## config.mk

```make
export PLATFORM = sky130hd
export DESIGN_NAME = svc_soc_io_uart_fifo
export DESIGN_NICKNAME = d
export VERILOG_FILES = /design/src/rtl/svc_soc_io_uart_fifo.sv
export SDC_FILE = /design/constraint.sdc
export NUM_CORES = 1
export LEC_CHECK = 0
export ABC_AREA = 0
export BUFFER_PORTS_ARGS = -buffer_cell sky130_fd_sc_hd__buf_2
export CAP_MARGIN = 40
export CORE_MARGIN = 8
export CORE_UTILIZATION = 60
export CTS_CLUSTER_DIAMETER = 100
export DETAILED_ROUTE_END_ITERATION = 6
export PLACE_DENSITY = 0.9
export RECOVER_POWER = 25
export SYNTH_ARGS = -nofsm -noshare
export SYNTH_HDL_FRONTEND = slang
export SYNTH_SLANG_ARGS = --single-unit
export TNS_END_PERCENT = 30
```

## constraint.sdc

```tcl
create_clock -name clk -period 11.2 [get_ports clk]
set_clock_uncertainty 0.05 [all_clocks]
set_input_delay 1.68 -clock clk [delete_from_list [all_inputs] [get_ports clk]]
set_output_delay 1.68 -clock clk [all_outputs]
set_load 0.02 [all_outputs]
```

## src/rtl/svc_soc_io_uart_fifo.sv

```systemverilog
// Memory-mapped 8N1 UART with TX/RX FIFOs, programmable baud divisor and
// sticky error flags, decoded from a 16-byte window on the shared io_* bus.
module svc_soc_io_uart_fifo #(
  parameter int          CLOCK_FREQ    = 100_000_000,
  parameter int          BAUD_RATE     = 115_200,
  parameter int          TX_FIFO_DEPTH = 16,
  parameter int          RX_FIFO_DEPTH = 16,
  parameter logic [31:0] BASE_ADDR     = 32'h0000_0100
) (
  input  logic        clk,
  input  logic        rst_n,
  input  logic        io_ren,
  input  logic [31:0] io_raddr,
  output logic [31:0] io_rdata,
  input  logic        io_wen,
  input  logic [31:0] io_waddr,
  input  logic [31:0] io_wdata,
  input  logic [3:0]  io_wstrb,
  input  logic        uart_rx,
  output logic        uart_tx
);
  localparam int TAW = $clog2(TX_FIFO_DEPTH);
  localparam int RAW = $clog2(RX_FIFO_DEPTH);
  localparam int DIV_RAW = CLOCK_FREQ / BAUD_RATE;
  localparam logic [15:0] DIV_RST = (DIV_RAW < 4) ? 16'd4 : 16'(DIV_RAW);

  typedef enum logic [2:0] {IDLE, START, DATA, STOP, WAIT} st_t;

  logic rhit, whit;
  assign rhit = io_ren && (io_raddr[31:4] == BASE_ADDR[31:4]);
  assign whit = io_wen && (io_waddr[31:4] == BASE_ADDR[31:4]);

  logic tx_push_req, st_wr, div_wr, rx_rd;
  assign tx_push_req = whit && io_waddr[3:2] == 2'd0 && io_wstrb[0];
  assign st_wr       = whit && io_waddr[3:2] == 2'd2 && io_wstrb[0];
  assign div_wr      = whit && io_waddr[3:2] == 2'd3 && |io_wstrb[1:0];
  assign rx_rd       = rhit && io_raddr[3:2] == 2'd1;

  logic unused_ok;
  assign unused_ok = ^{io_raddr[1:0], io_waddr[1:0], io_wdata[31:16], io_wstrb[3:2]};

  logic [15:0] div, div_new;
  assign div_new = {io_wstrb[1] ? io_wdata[15:8] : div[15:8],
                    io_wstrb[0] ? io_wdata[7:0]  : div[7:0]};

  // ---------------- TX FIFO + shifter ----------------
  logic [7:0]   tx_mem [TX_FIFO_DEPTH];
  logic [TAW:0] tx_wp, tx_rp;
  logic         tx_empty, tx_full, tx_pop, tx_push, tx_end;
  st_t          tx_st;
  logic [15:0]  tx_cnt, tx_div_l;
  logic [7:0]   tx_sh;
  logic [2:0]   tx_bit;

  assign tx_empty = tx_wp == tx_rp;
  assign tx_full  = (tx_wp[TAW] != tx_rp[TAW]) && (tx_wp[TAW-1:0] == tx_rp[TAW-1:0]);
  assign tx_end   = tx_cnt == tx_div_l - 16'd1;
  // Popping at the end of STOP chains frames with no idle gap.
  assign tx_pop   = !tx_empty && (tx_st == IDLE || (tx_st == STOP && tx_end));
  assign tx_push  = tx_push_req && (!tx_full || tx_pop);

  always_ff @(posedge clk) if (tx_push) tx_mem[tx_wp[TAW-1:0]] <= io_wdata[7:0];

  always_ff @(posedge clk or negedge rst_n) begin
    if (!rst_n) begin
      tx_wp <= '0; tx_rp <= '0;
    end else begin
      if (tx_push) tx_wp <= tx_wp + 1'b1;
      if (tx_pop)  tx_rp <= tx_rp + 1'b1;
    end
  end

  always_ff @(posedge clk or negedge rst_n) begin
    if (!rst_n) begin
      tx_st <= IDLE; tx_cnt <= '0; tx_div_l <= DIV_RST;
      tx_sh <= '0; tx_bit <= '0; uart_tx <= 1'b1;
    end else if (tx_pop) begin
      tx_st <= START; tx_cnt <= '0; tx_div_l <= div;
      tx_sh <= tx_mem[tx_rp[TAW-1:0]]; uart_tx <= 1'b0;
    end else begin
      case (tx_st)
        IDLE: ;
        START: if (tx_end) begin
          tx_st <= DATA; tx_cnt <= '0; tx_bit <= '0;
          uart_tx <= tx_sh[0]; tx_sh <= {1'b0, tx_sh[7:1]};
        end else tx_cnt <= tx_cnt + 16'd1;
        DATA: if (tx_end) begin
          tx_cnt <= '0;
          if (tx_bit == 3'd7) begin
            tx_st <= STOP; uart_tx <= 1'b1;
          end else begin
            tx_bit <= tx_bit + 3'd1;
            uart_tx <= tx_sh[0]; tx_sh <= {1'b0, tx_sh[7:1]};
          end
        end else tx_cnt <= tx_cnt + 16'd1;
        STOP: if (tx_end) tx_st <= IDLE;
              else tx_cnt <= tx_cnt + 16'd1;
        default: tx_st <= IDLE;
      endcase
    end
  end

  // ---------------- RX sampler + FIFO ----------------
  logic [1:0]   rx_sync;
  logic         rx_s, rx_prev, rx_end, rx_push, rx_wr, rx_pop, fe_set;
  st_t          rx_st;
  logic [15:0]  rx_cnt, rx_div_l;
  logic [7:0]   rx_sh;
  logic [2:0]   rx_bit;
  logic [7:0]   rx_mem [RX_FIFO_DEPTH];
  logic [RAW:0] rx_wp, rx_rp;
  logic         rx_empty, rx_full;

  assign rx_s     = rx_sync[1];
  assign rx_end   = rx_cnt == rx_div_l - 16'd1;
  assign rx_empty = rx_wp == rx_rp;
  assign rx_full  = (rx_wp[RAW] != rx_rp[RAW]) && (rx_wp[RAW-1:0] == rx_rp[RAW-1:0]);
  assign rx_pop   = rx_rd && !rx_empty;
  assign rx_push  = rx_st == STOP && rx_end && rx_s;
  assign fe_set   = rx_st == STOP && rx_end && !rx_s;
  assign rx_wr    = rx_push && (!rx_full || rx_pop);

  always_ff @(posedge clk) if (rx_wr) rx_mem[rx_wp[RAW-1:0]] <= rx_sh;

  always_ff @(posedge clk or negedge rst_n) begin
    if (!rst_n) begin
      rx_sync <= 2'b11; rx_prev <= 1'b1; rx_st <= IDLE; rx_cnt <= '0;
      rx_div_l <= DIV_RST; rx_sh <= '0; rx_bit <= '0; rx_wp <= '0; rx_rp <= '0;
    end else begin
      rx_sync <= {rx_sync[0], uart_rx};
      rx_prev <= rx_s;
      if (rx_wr)  rx_wp <= rx_wp + 1'b1;
      if (rx_pop) rx_rp <= rx_rp + 1'b1;
      case (rx_st)
        IDLE: if (rx_prev && !rx_s) begin
          rx_st <= START; rx_cnt <= '0; rx_div_l <= div;
        end
        // Line back high at mid-start is treated as noise, not a frame.
        START: if (rx_cnt == (rx_div_l >> 1)) begin
          rx_cnt <= '0; rx_bit <= '0;
          rx_st <= rx_s ? IDLE : DATA;
        end else rx_cnt <= rx_cnt + 16'd1;
        DATA: if (rx_end) begin
          rx_cnt <= '0; rx_sh <= {rx_s, rx_sh[7:1]};
          if (rx_bit == 3'd7) rx_st <= STOP;
          else rx_bit <= rx_bit + 3'd1;
        end else rx_cnt <= rx_cnt + 16'd1;
        STOP: if (rx_end) rx_st <= rx_s ? IDLE : WAIT;
              else rx_cnt <= rx_cnt + 16'd1;
        WAIT: if (rx_s) rx_st <= IDLE;
        default: rx_st <= IDLE;
      endcase
    end
  end

  // ---------------- registers ----------------
  logic tx_ovf, rx_ovf, frame_err;
  logic [31:0] rd_mux;

  always_ff @(posedge clk or negedge rst_n) begin
    if (!rst_n) begin
      tx_ovf <= 1'b0; rx_ovf <= 1'b0; frame_err <= 1'b0; div <= DIV_RST;
    end else begin
      tx_ovf    <= (tx_push_req && tx_full && !tx_pop) | (tx_ovf & ~(st_wr & io_wdata[5]));
      rx_ovf    <= (rx_push && rx_full && !rx_pop) | (rx_ovf & ~(st_wr & io_wdata[6]));
      frame_err <= fe_set | (frame_err & ~(st_wr & io_wdata[7]));
      if (div_wr) div <= (div_new < 16'd4) ? 16'd4 : div_new;
    end
  end

  always_comb begin
    rd_mux = '0;
    if (rhit) begin
      case (io_raddr[3:2])
        2'd1: if (!rx_empty) rd_mux = {23'b0, 1'b1, rx_mem[rx_rp[RAW-1:0]]};
        2'd2: rd_mux = {24'b0, frame_err, rx_ovf, tx_ovf, rx_full, rx_empty,
                        tx_st != IDLE, tx_empty, tx_full};
        2'd3: rd_mux = {16'b0, div};
        default: rd_mux = '0;
      endcase
    end
  end

  always_ff @(posedge clk or negedge rst_n) begin
    if (!rst_n) io_rdata <= '0;
    else        io_rdata <= rd_mux;
  end
endmodule

```

; Yosys cells after proc, flatten, opt, wreduce, memory -nomap -nowiden
; Memories as Yosys holds them, arrays and structs flattened.
; Index checks and enable logic that the tools add are counted.
[word_totals]
ff_bits = 167
ram_bits = 256
inputBits = 105
output_inout_bits = 33
elab_cells = 197
mem_count = 2
[memory_table]
columns = memory, depth, word_bits, read_ports, rd_clocked_by_memory_dff, write_ports, line_no
row1 = rx_mem, 16, 8, 1, 0, 1, 110  ; logic [7:0] rx_mem [RX_FIFO_DEPTH];
row2 = tx_mem, 16, 8, 1, 0, 1, 47  ; logic [7:0] tx_mem [TX_FIFO_DEPTH];
[op_classes]
addsub = 10
magnitude_cmp = 1
eq_ne = 43
n_mux = 51
bitwise_logic = 13
reduce_logical = 55
[ops]
columns = op, count
row1 = $mux W16, 8
row2 = $pmux W32 S3, 1
row3 = $pmux W16 S4, 1
row4 = $eq A28 B5 Y1 const B, 2
row5 = $mux W3, 17
row6 = $mux W8, 6
row7 = $add A16 B1 Y16 const B, 2
row8 = $eq A16 B16 Y1, 2
row9 = $mux W32, 1
row10 = $pmux W16 S2, 1
row11 = $sub A16 B1 Y16 const B, 2
row12 = $logic_and A1 B1 Y1, 24
row13 = $ne A2 B2 Y1 const B, 12
row14 = $add A5 B1 Y5 const B, 4
row15 = $ne A3 B3 Y1 const B, 6
row16 = $eq A16 B15 Y1, 1
row17 = $lt A16 B3 Y1 const B, 1
row18 = $pmux W8 S2, 1
row19 = $pmux W3 S5, 1
row20 = $eq A3 B2 Y1 const B, 4
row21 = $pmux W3 S2, 2
row22 = $pmux W3 S4, 1
row23 = $eq A5 B5 Y1, 2
row24 = $reduce_and A5 Y1, 2
row25 = 26 further kinds, 69

; Longest topological paths before layout
[depth]
word_depth = 9
mapped_depth = 13
depth_no_buf = 11

; Worst setup path after synthesis
; OpenSTA, ideal clock, no wires.
[synth_timing]
path_type = input to register
startpoint = input io_raddr[24]
endpoint = memory rx_mem[3][0], enable pin
setup_ns = 0.383
t_arrival_ns = 4.121
required_ns = 10.767
slack_ns = 6.645
path_stages = 10
n_path_buf = 2
cell_sequence = or4_1 nor4_1 nand4b_1 or3_1 clkbuf_1 a21oi_1 and3_1 buf_2 nand2_1 nor3_1
[synth_between]
elab_chain_cells = 8
[synth_lines]
columns = item, line_no
row1 = "start, declared", 13  ; input logic [31:0] io_raddr,
row2 = $eq A28 B5 Y1, 30  ; assign rhit = io_ren && (io_raddr[31:4] == BASE_ADDR[31:4]);
row3 = $logic_and A1 B1 Y1, 30
row4 = $logic_and A1 B1 Y1, 37  ; assign rx_rd = rhit && io_raddr[3:2] == 2'd1;
row5 = $logic_and A1 B1 Y1, 118  ; assign rx_pop = rx_rd && !rx_empty;
row6 = $logic_or A1 B1 Y1, 121  ; assign rx_wr = rx_push && (!rx_full || rx_pop);
row7 = $logic_and A1 B1 Y1, 121
row8 = $mux W1, 123  ; always_ff @(posedge clk) if (rx_wr) rx_mem[rx_wp[RAW-1:0]] <= rx_sh;
row9 = $mux W1 (not written as such), 123
row10 = "end, declared", 110
; No other way between the ends.

; Worst setup path in the final report
[layout_timing]
startpoint = input io_raddr[24]
endpoint = memory rx_mem[3][3], enable pin
; The elaborated chain is that of the path after synthesis.

==> out/qor.csv <==
stage,metric,value,unit
timing,Worst Max-Slew Pin Slew,2.21,ns
setup_path,Crit path largest cell delay,0.74,ns
placed_design,GPL Wtd Cong,0.895,
pwr,P_sw,821,µW
setup_path,Reg-to-Reg Start,rx_div_l[1]$_DFFE_PN0P_,
setup_path,"critical path, cell by cell","buf_2, or4_1, nor4_1, nand4b_1, or3_1, a21oi_1, and3_1, nand2_1, nor3_1, buf_2",
global_routing,first-pass GRT wire length,68500,µm
synth,main combinational cell family by area after synthesis,multiplexers,
timing,Slew Limit Fails,36,
synth,Post-synth top cells,"edfxtp_1 (256), dfrtp_1 (131), nand2_1 (104)",
pwr,Sw Share,24.3,%
floorplan,io pins,138,
synth,"EDFF count, synth",256,
floorplan,core area,31200,µm²
clocking,cts bufs inserted,40,
synth,Syn Area/Cell,13.9,µm²
timing,"Worst Setup Slack, final",5.81,ns
floorplan,Die W,193,µm
pwr,clock share of power,37.8,%
synth,Yosys top cell by area,edfxtp_1,
timing,min Tclk post-route,5.39,ns
global_routing,antenna violations before repair,4,
finish,design area,20800,µm²
synth,post-synth top area share,40.8,%
setup_path,crit-path leading delay family,simple AND/OR/NAND/NOR gates,
pwr,share of power burned in combinational logic,12.0,%
outcome,failing checks,"capacitance limit, slew limit",
setup_path,CP bufs+invs,2,
setup_path,CP dominant cell by count,buf_2,
placed_design,dpl ws,5.45,ns
global_routing,grt ovf,0,
clocking,Resized cells post-CTS,0,
finish,FF+latch area,11500,µm²
drt,antenna-violating nets left,0,
clocking,hold buffers post-CTS,0,
finish,Filler Cells Inserted,2013,
synth,largest cells by area after synthesis,"edfxtp_1 (41%), dfrtp_1 (17%), mux4_2 (9.6%)",
setup_path,WP data required,11.38,ns
pwr,Reg power frac,50.2,%
synth,synthesized-area fraction occupied by and/or/nand/nor cells,11.6,%
clocking,post-CTS setup-driven buffer insertion count,0,
synth,xor/xnor share of the synthesized area,3.25,%
drt,WL per Instance,23.2,µm
min_path,hold_sp,rx_sync[0]$_DFF_PN1_,
finish,multi-input combinational cell area,6840,µm²
timing,final hold viol count,0,
finish,Layout area overhead,10.5,%
clocking,CTS tree,built,
setup_path,critical path startpoint,io_raddr[24],
global_routing,total track usage,22.9,%
outcome,status,"complete, but fails checks",
clocking,clk buf depth,3,
drt,vias,11943,
floorplan,Die Y,193,µm
timing,RSZ-0062 raised after global routing,no,
clocking,clk sinks,406,
setup_path,Worst EP arrival,5.56,ns
floorplan,Initial Util,60.3,%
timing,Max-slew headroom,-47.0,%
finish,Final #Nets,1559,
floorplan,row cnt,65,
clocking,H-tree Lvls,2,
drt,DRC viols,0,
setup_path,CP Class,in2reg,
timing,count of final setup violators,0,
drt,Iteration-0 DRC Markers,1217,
clocking,worst-skew pair later-pin latency,0.54,ns
synth,Yosys reg bits,406,
global_routing,largest net degree at the start of global routing,67,
clocking,clk slew on worst S/H paths,0.06,ns
finish,share of layout cells above drive strength 1,23.5,%
placed_design,dpl hpwl,28700,µm
synth,asr flop ratio synth,36.9,%
global_routing,number of global-route vias before repair,12266,
pwr,Leak,7.97,nW
clocking,clock root buffer master,clkbuf_16,
setup_path,critical path's slowest cell,nor3_1,
synth,post-synthesis compound-gate area fraction,6.26,%
synth,Synth cell types,82,
drt,WL final,43300,µm
synth,Synth Cell Area,18800,µm²
synth,synth warn,0,
pwr,peak supply drop,0.000147,V
setup_path,Worst Path Max Fanout,11,
drt,DRT Pass-1 Iters,6,
placed_design,Buffers on Ports,99,
job,max-cap violations,1,
timing,period utilization,48.1,%
pwr,Int Pwr,2.55,mW
setup_path,crit path capture type,flip-flop,
timing,f_max,186,MHz
pwr,power per cell area,162,nW/µm²
placed_design,DP Area,19600,µm²
synth,adder-cell share of the synthesized area,1.46,%
synth,mux cell area share after synthesis,13.4,%
synth,post-synthesis sequential area ratio,60.9,%
synth,Syn Inst Count,1352,
drt,vias per cell,6.39,
timing,setup TNS,0,ns
floorplan,Die Area,37300,µm²
synth,ys flop type,edfxtp_1,
pwr,Final Power,3.37,mW
synth,most frequent cell after synthesis,edfxtp_1,
setup_path,crit path launch type,input pin,
min_path,worst hold path class,reg2reg,
-- flip-flops by register name, indices dropped and copies added (netlist names), 8 cells and up --
name and count:
rx_mem 128, tx_mem 128, div 16, io_rdata 16, rx_cnt 16, rx_div_l 16, tx_cnt 16, tx_div_l 16
rx_sh 8, tx_sh 8
-- final cells by class --
class,count,share of cell area (%)
diodes,3,0.0361
clock buffers,58,5.38
well taps,402,2.42
clock inverters,16,0.583
repair buffers,116,3.00
inverters,38,0.685
flip-flops and latches,406,55.1
multi-input cells,830,32.8
-- metrics by stage --
step	cells	util (%)	hold slack (ns)
2_1_floorplan	1367	-	0.295
3_3_place_gp	1782	62.5	0.298
3_5_place_dp	1792	62.7	0.298
4_1_cts	1866	66.7	0.306
5_1_grt	1868	66.7	0.315
6_report	1869	66.7	0.311
-- power by group through the flow --
stage / combinational (mW) / sequential (mW) / clock (mW)
floorplan: 0.325 / 1.69 / 0
global placement: 0.383 / 1.72 / 0
detailed placement: 0.404 / 1.72 / 0
CTS: 0.408 / 1.69 / 1.29
global route: 0.443 / 1.70 / 1.34
finish: 0.405 / 1.69 / 1.27
-- placed cells by master, fill, tap and decap left out, types with 12 or more instances in the layout --
cell type	netlist	routed
nand2_1	104	104
o21ai_0	43	43
nand3_1	21	21
ha_1	22	22
conb_1	1	16
mux2_2	51	51
nor3_1	31	31
clkbuf_16	0	42
or3_1	14	14
edfxtp_1	256	256
buf_2	15	99
and3_1	23	23
mux4_2	80	80
a21oi_1	19	19
dfrtp_1	131	129
a22oi_1	13	13
mux2i_1	14	14
inv_1	38	38
o31ai_1	12	12
nand2b_1	13	13
clkbuf_1	46	19
dfstp_2	19	18
nor2_1	72	72
xnor2_1	39	39
xor2_1	31	31
nor4_1	25	25
nand4_1	21	21
nor2b_1	13	13
-- metal layers --
layer  GRT usage, %  part of all wire (%)  vias to the layer above
li1               -                     -                     5271
met1           28.7                    38                     5992
met2           39.9                    52                      563
met3           3.73                   6.8                      115
met4           7.95                   3.4                        2
met5              0                 0.025                        -
-- final timing paths --
path / endpoint / slack [ns] / cells after the start
worst max-delay path: rx_mem[3][3]$_DFFE_PP_ / 5.81 / 10
worst min-delay path: rx_sync[1]$_DFF_PN1_ / 0.31 / 0
worst max register to register: rx_mem[3][3]$_DFFE_PP_ / 6.61 / 12
worst min register to register: rx_sync[1]$_DFF_PN1_ / 0.31 / 0
max in group asynchronous: tx_rp[0]$_DFFE_PN0P_ / 7.71 / 2
min in group asynchronous: rx_div_l[12]$_DFFE_PN0P_ / 1.74 / 1
-- kinds of logic after synthesis --
group	after synthesis
buf+inv	131
mux	145
other cells	1
flops	406
xor+xnor	70
simple gates	406
compound gates	171
fa+ha+maj	22
Power figures use the tool's default switching activity.
